===== config.mk =====
export PLATFORM = sky130hd
export DESIGN_NAME = dmux_router
export DESIGN_NICKNAME = d
export VERILOG_FILES = /design/src/rtl/dmux_router.sv
export SDC_FILE = /design/constraint.sdc
export NUM_CORES = 1
export LEC_CHECK = 0
export CAP_MARGIN = 20
export CORE_UTILIZATION = 25
export DETAILED_ROUTE_END_ITERATION = 10
export PLACE_DENSITY = 0.52
export SKIP_CTS_REPAIR_TIMING = 1
export SYNTH_ARGS = -nofsm -noshare
export SYNTH_HDL_FRONTEND = slang
export SYNTH_SLANG_ARGS = --single-unit

===== constraint.sdc =====
create_clock -name clk -period 2 [get_ports clk]
set_input_delay 0.2 -clock clk [delete_from_list [all_inputs] [get_ports clk]]
set_output_delay 0.2 -clock clk [all_outputs]
set_load 0.05 [all_outputs]

===== src/rtl/dmux_router.sv =====
// -----------------------------------------------------------------------------
// dmux_router
//   Routes one upstream word per cycle to one of NCH output channels (unicast)
//   or to all of them at once (broadcast). Each channel owns a single-word
//   output register with a valid flag; a channel can accept a new word when it
//   is empty or is being drained in the same cycle, so a drain and a load on
//   the same channel sustain one word per cycle with no bubble.
//   Unicast words addressed beyond the last channel are accepted and discarded,
//   and counted in a saturating 8-bit drop counter.
//
// Parameters
//   WIDTH : data word width in bits
//   NCH   : number of output channels (2..16, and NCH <= 2**SELW)
//   SELW  : width of the channel select
//
// Ports
//   clk       : clock, all state updates on the rising edge
//   rst_n     : asynchronous active-low reset
//   in_valid  : upstream word present
//   in_ready  : word accepted this cycle (does not depend on in_valid)
//   in_data   : upstream word
//   in_sel    : destination channel index (ignored when in_bcast=1)
//   in_bcast  : deliver the word to every channel, all-or-nothing
//   out_valid : per-channel word held
//   out_ready : per-channel downstream accept
//   out_data  : channel k occupies bits [k*WIDTH +: WIDTH]
//   drop_cnt  : words dropped for out-of-range select, saturates at 255
// -----------------------------------------------------------------------------
module dmux_router #(
    parameter int WIDTH = 16,
    parameter int NCH   = 8,
    parameter int SELW  = 3
) (
    input  logic                 clk,
    input  logic                 rst_n,
    input  logic                 in_valid,
    output logic                 in_ready,
    input  logic [WIDTH-1:0]     in_data,
    input  logic [SELW-1:0]      in_sel,
    input  logic                 in_bcast,
    output logic [NCH-1:0]       out_valid,
    input  logic [NCH-1:0]       out_ready,
    output logic [NCH*WIDTH-1:0] out_data,
    output logic [7:0]           drop_cnt
);

    logic [NCH-1:0]            r_valid;
    logic [NCH-1:0][WIDTH-1:0] r_data;
    logic [7:0]                r_drop_cnt;

    logic [NCH-1:0] w_free;
    logic [NCH-1:0] w_sel_hit;
    logic [NCH-1:0] w_target;
    logic [NCH-1:0] w_load;
    logic           w_in_range;
    logic           w_in_ready;
    logic           w_drop;

    // A channel can take a word if it is empty or its current word leaves now.
    assign w_free = ~r_valid | out_ready;

    // NOTE: every signal written in an always_comb gets a default first, so no
    // path through the block leaves it unassigned and no latch is inferred.
    always_comb begin
        w_sel_hit  = '0;
        w_target   = '0;
        w_in_ready = 1'b1;
        for (int k = 0; k < NCH; k++) begin
            w_sel_hit[k] = (in_sel == SELW'(k));
        end
        // No hit means the select points past the last channel.
        w_in_range = |w_sel_hit;
        if (in_bcast) begin
            w_target   = '1;
            w_in_ready = &w_free;
        end else if (w_in_range) begin
            w_target   = w_sel_hit;
            w_in_ready = |(w_sel_hit & w_free);
        end
        w_drop = in_valid && !in_bcast && !w_in_range;
    end

    assign w_load = (in_valid && w_in_ready) ? w_target : '0;

    // NOTE: state registers use non-blocking assignments so every flop samples
    // the pre-edge values, independent of statement order.
    // NOTE: the data registers are reset along with the valid flags so that
    // out_data is a known zero after reset, not just don't-care.
    always_ff @(posedge clk or negedge rst_n) begin
        if (!rst_n) begin
            r_valid <= '0;
            r_data  <= '0;
        end else begin
            for (int k = 0; k < NCH; k++) begin
                if (w_load[k]) begin
                    // Load wins over drain: replacement keeps valid high.
                    r_valid[k] <= 1'b1;
                    r_data[k]  <= in_data;
                end else if (out_ready[k]) begin
                    r_valid[k] <= 1'b0;
                end
            end
        end
    end

    always_ff @(posedge clk or negedge rst_n) begin
        if (!rst_n) begin
            r_drop_cnt <= 8'd0;
        end else if (w_drop && (r_drop_cnt != 8'hFF)) begin
            r_drop_cnt <= r_drop_cnt + 8'd1;
        end
    end

    assign in_ready  = w_in_ready;
    assign out_valid = r_valid;
    assign out_data  = r_data;
    assign drop_cnt  = r_drop_cnt;

endmodule


==> impl_results.md <==
* H-tree levels at 4
* Num rows at 57
* Yosys top cell by area: dfrtp_1
* Worst-Margin Slew at 0.612 ns
* Fmax at 459 MHz
* GRT overflow at 0
* Synth cell types at 31
* Max IR drop VDD at 1.30 mV
* Failing checks: setup timing
* Crit start category: flop
* Synthesized area at 6340 um2
* Post-DP HPWL at 17100 um
* Share of synthesized flip-flops with an asynchronous set or reset at 100%
* Placed Cells at 1085
* Area contributors post-synth: dfrtp_1, a311o_1, nor2_1, buf_6, nor4_2
* Setup_tns at -0.177 ns
* DRT antenna net count at 0
* Critical R2R Capture: out_data[26]
* Final setup violation count at 1
* Final worst path period share at 109%
* Register area share after synthesis at 56.8%
* CTS tree: done
* Most frequent cell after synthesis: dfrtp_1
* Synth top cells by count: dfrtp_1, nor2_1, a311o_1
* Slowest cell on crit path: dfrtp_2
* Synth warn at 0
* Antenna fix cells at 0
* 1st-iter DRT viols at 355
* Clk_lat worst skew at 0.43 ns
* Worst-path maximum fanout at 2
* Pins Over Slew Limit at 0
* Drt wl/cell at 21.5 um
* # Max-Cap Violations at 0
* Sink Count at 144
* Worst Reg2Reg Path Length in Cells at 5
* #FFs+latches synth at 144
* Total CTS buffers at 17
* First-pass iteration count of the detailed router at 5
* Largest net degree at the start of global routing at 61
* Vias at 5821
* Worst Slack Setup Final at -0.177 ns
* Kind of end point of the critical path: output pin
* CTS root buffer: clkbuf_16
* Critical Path, Cell by Cell: nand2b_4, nand4_4, buf_12, or3_4, o211ai_1, clkbuf_16
* Number of synthesized flops with an enable pin at 0
* Clock-pin slew on the worst setup and hold paths at 0.07 ns
* Top cell type's share of synthesized area at 56.8%
* Avg Inst Size Synth at 11.6 um2
* Layout cells sized above 1 at 20.6%
* Status: complete, but fails checks
* I/O Buffers at 175
* Post-Layout Cell Count at 1121
* DP Worst Slack at -0.236 ns
* GP Congestion at 0.866
* Layout area overhead at 53.9%
* Die height at 161 um
* First-pass GRT wire length at 36500 um
* Core ar. at 24600 um2
* Pwr Density at 1870 nW/um2
* Crit Path Class: reg2out
* Min Tclk post-route at 2.18 ns
* Post-layout nets at 815
* Crit path largest cell delay at 0.42 ns
* Die Span X at 161 um
* Vias in the first global route at 5978
* FF-to-FF setup slack at 0.07 ns
* DR DRC count at 0
* LEAKAGE at 3.98 nW
* Fin. Hold Viols at 0
* Worst reg2reg path startpoint: out_valid[6]
* Vias/cell at 5.19
* Post-synth net total at 576
* RSZ-0062 raised after global routing: yes
* Setup Skew at 0.00823 ns
* Slew HR at 58.9%
* Syn Inst Count at 545
* Initial antenna violation count at 0
* IO Count at 176
* DIE AREA at 26000 um2
* GRT Resource Usage Total at 18.7%
* Required time worst endpoint at 1.80 ns
* Critical Path AT at 1.98 ns
* Final Routed Wirelength at 24100 um
* Maximum root-to-sink buffer count at 2
* Tot Pwr at 0.0183 W
* Class of the worst hold path: in2async
* Starting Density at 25.8%
* Post-synth top flop: dfrtp_1
-- final cells by class --
| class | instances | area (um2) |
|---|---|---|
| clock buffers | 18 | 429 |
| clock inverters | 14 | 120 |
| fillers | 2374 | 14800 |
| inverters | 2 | 7.51 |
| multi-input cells | 349 | 2500 |
| flip-flops and latches | 144 | 3610 |
| well taps | 324 | 405 |
| repair buffers | 270 | 2680 |
-- critical path, delay by kind of cell (launching register included) --
kind	cells	cell delay (ns)
simple gates	3	0.60
flops	1	0.42
buf+inv	2	0.37
compound gates	1	0.16
-- layer usage --
layer  up-vias  wire [um]  GRT usage [%]
li1       2578          -              -
met1      2976      10500           24.3
met2       237      11700           30.8
met3        30       1400           3.95
met4         0        450           6.60
met5         -          0              0
-- where the power goes --
group          internal [W]  switching, W  leakage (nW)  total (W)
Combinational       0.00354       0.00641          1.93    0.00995
Sequential          0.00425       0.00104          1.80    0.00529
Clock               0.00162       0.00141         0.257    0.00303
Total               0.00941       0.00886          3.98     0.0183
-- cells in the final DEF, fill, tap and decap left out, types with 9 or more instances in the layout --
cell / instances
clkdlybuf4s50_1: 173
dfrtp_1: 136
nor2_1: 129
a311o_1: 128
buf_4: 78
nand2_1: 24
clkbuf_16: 18
buf_12: 16
nor4_2: 9
-- state kept, by name, summed over array words and instances, names as in the netlist --
register	count
drop_cnt	8
out_data	128
out_valid	8
-- cell families (layout without fill, tap and decap cells) --
family | count (synthesis) | in the layout | share of synthesized area [%]
simple gates | 206 | 206 | 16.2
flops | 144 | 144 | 56.8
compound gates | 141 | 141 | 21.5
buf+inv | 52 | 304 | 4.91
mux | 2 | 2 | 0.533
-- stage by stage --
step,hold slack [ns],utilization (%),cell area [um2]
4_1_cts,-0.220,39.2,9650
3_3_place_gp,0.226,37.0,9100
5_1_grt,0.395,39.7,9760
6_report,0.333,39.7,9760
2_1_floorplan,-0.0956,-,6420
3_5_place_dp,0.235,37.0,9100
-- how the worst max path moves through the flow --
stage                      start      endpoint  slack (ns)  cells past startpoint
global route        out_valid[6]      in_ready       -0.26                      6
finish              out_valid[6]      in_ready       -0.18                      6
floorplan           out_valid[7]      in_ready       -0.13                      6
global placement    out_ready[0]  out_data[76]       -0.23                      6
detailed placement  out_ready[0]  out_data[13]       -0.24                      6
CTS                 out_valid[7]      in_ready       -0.26                      6
Note: power is estimated with default switching activity, not from simulation.
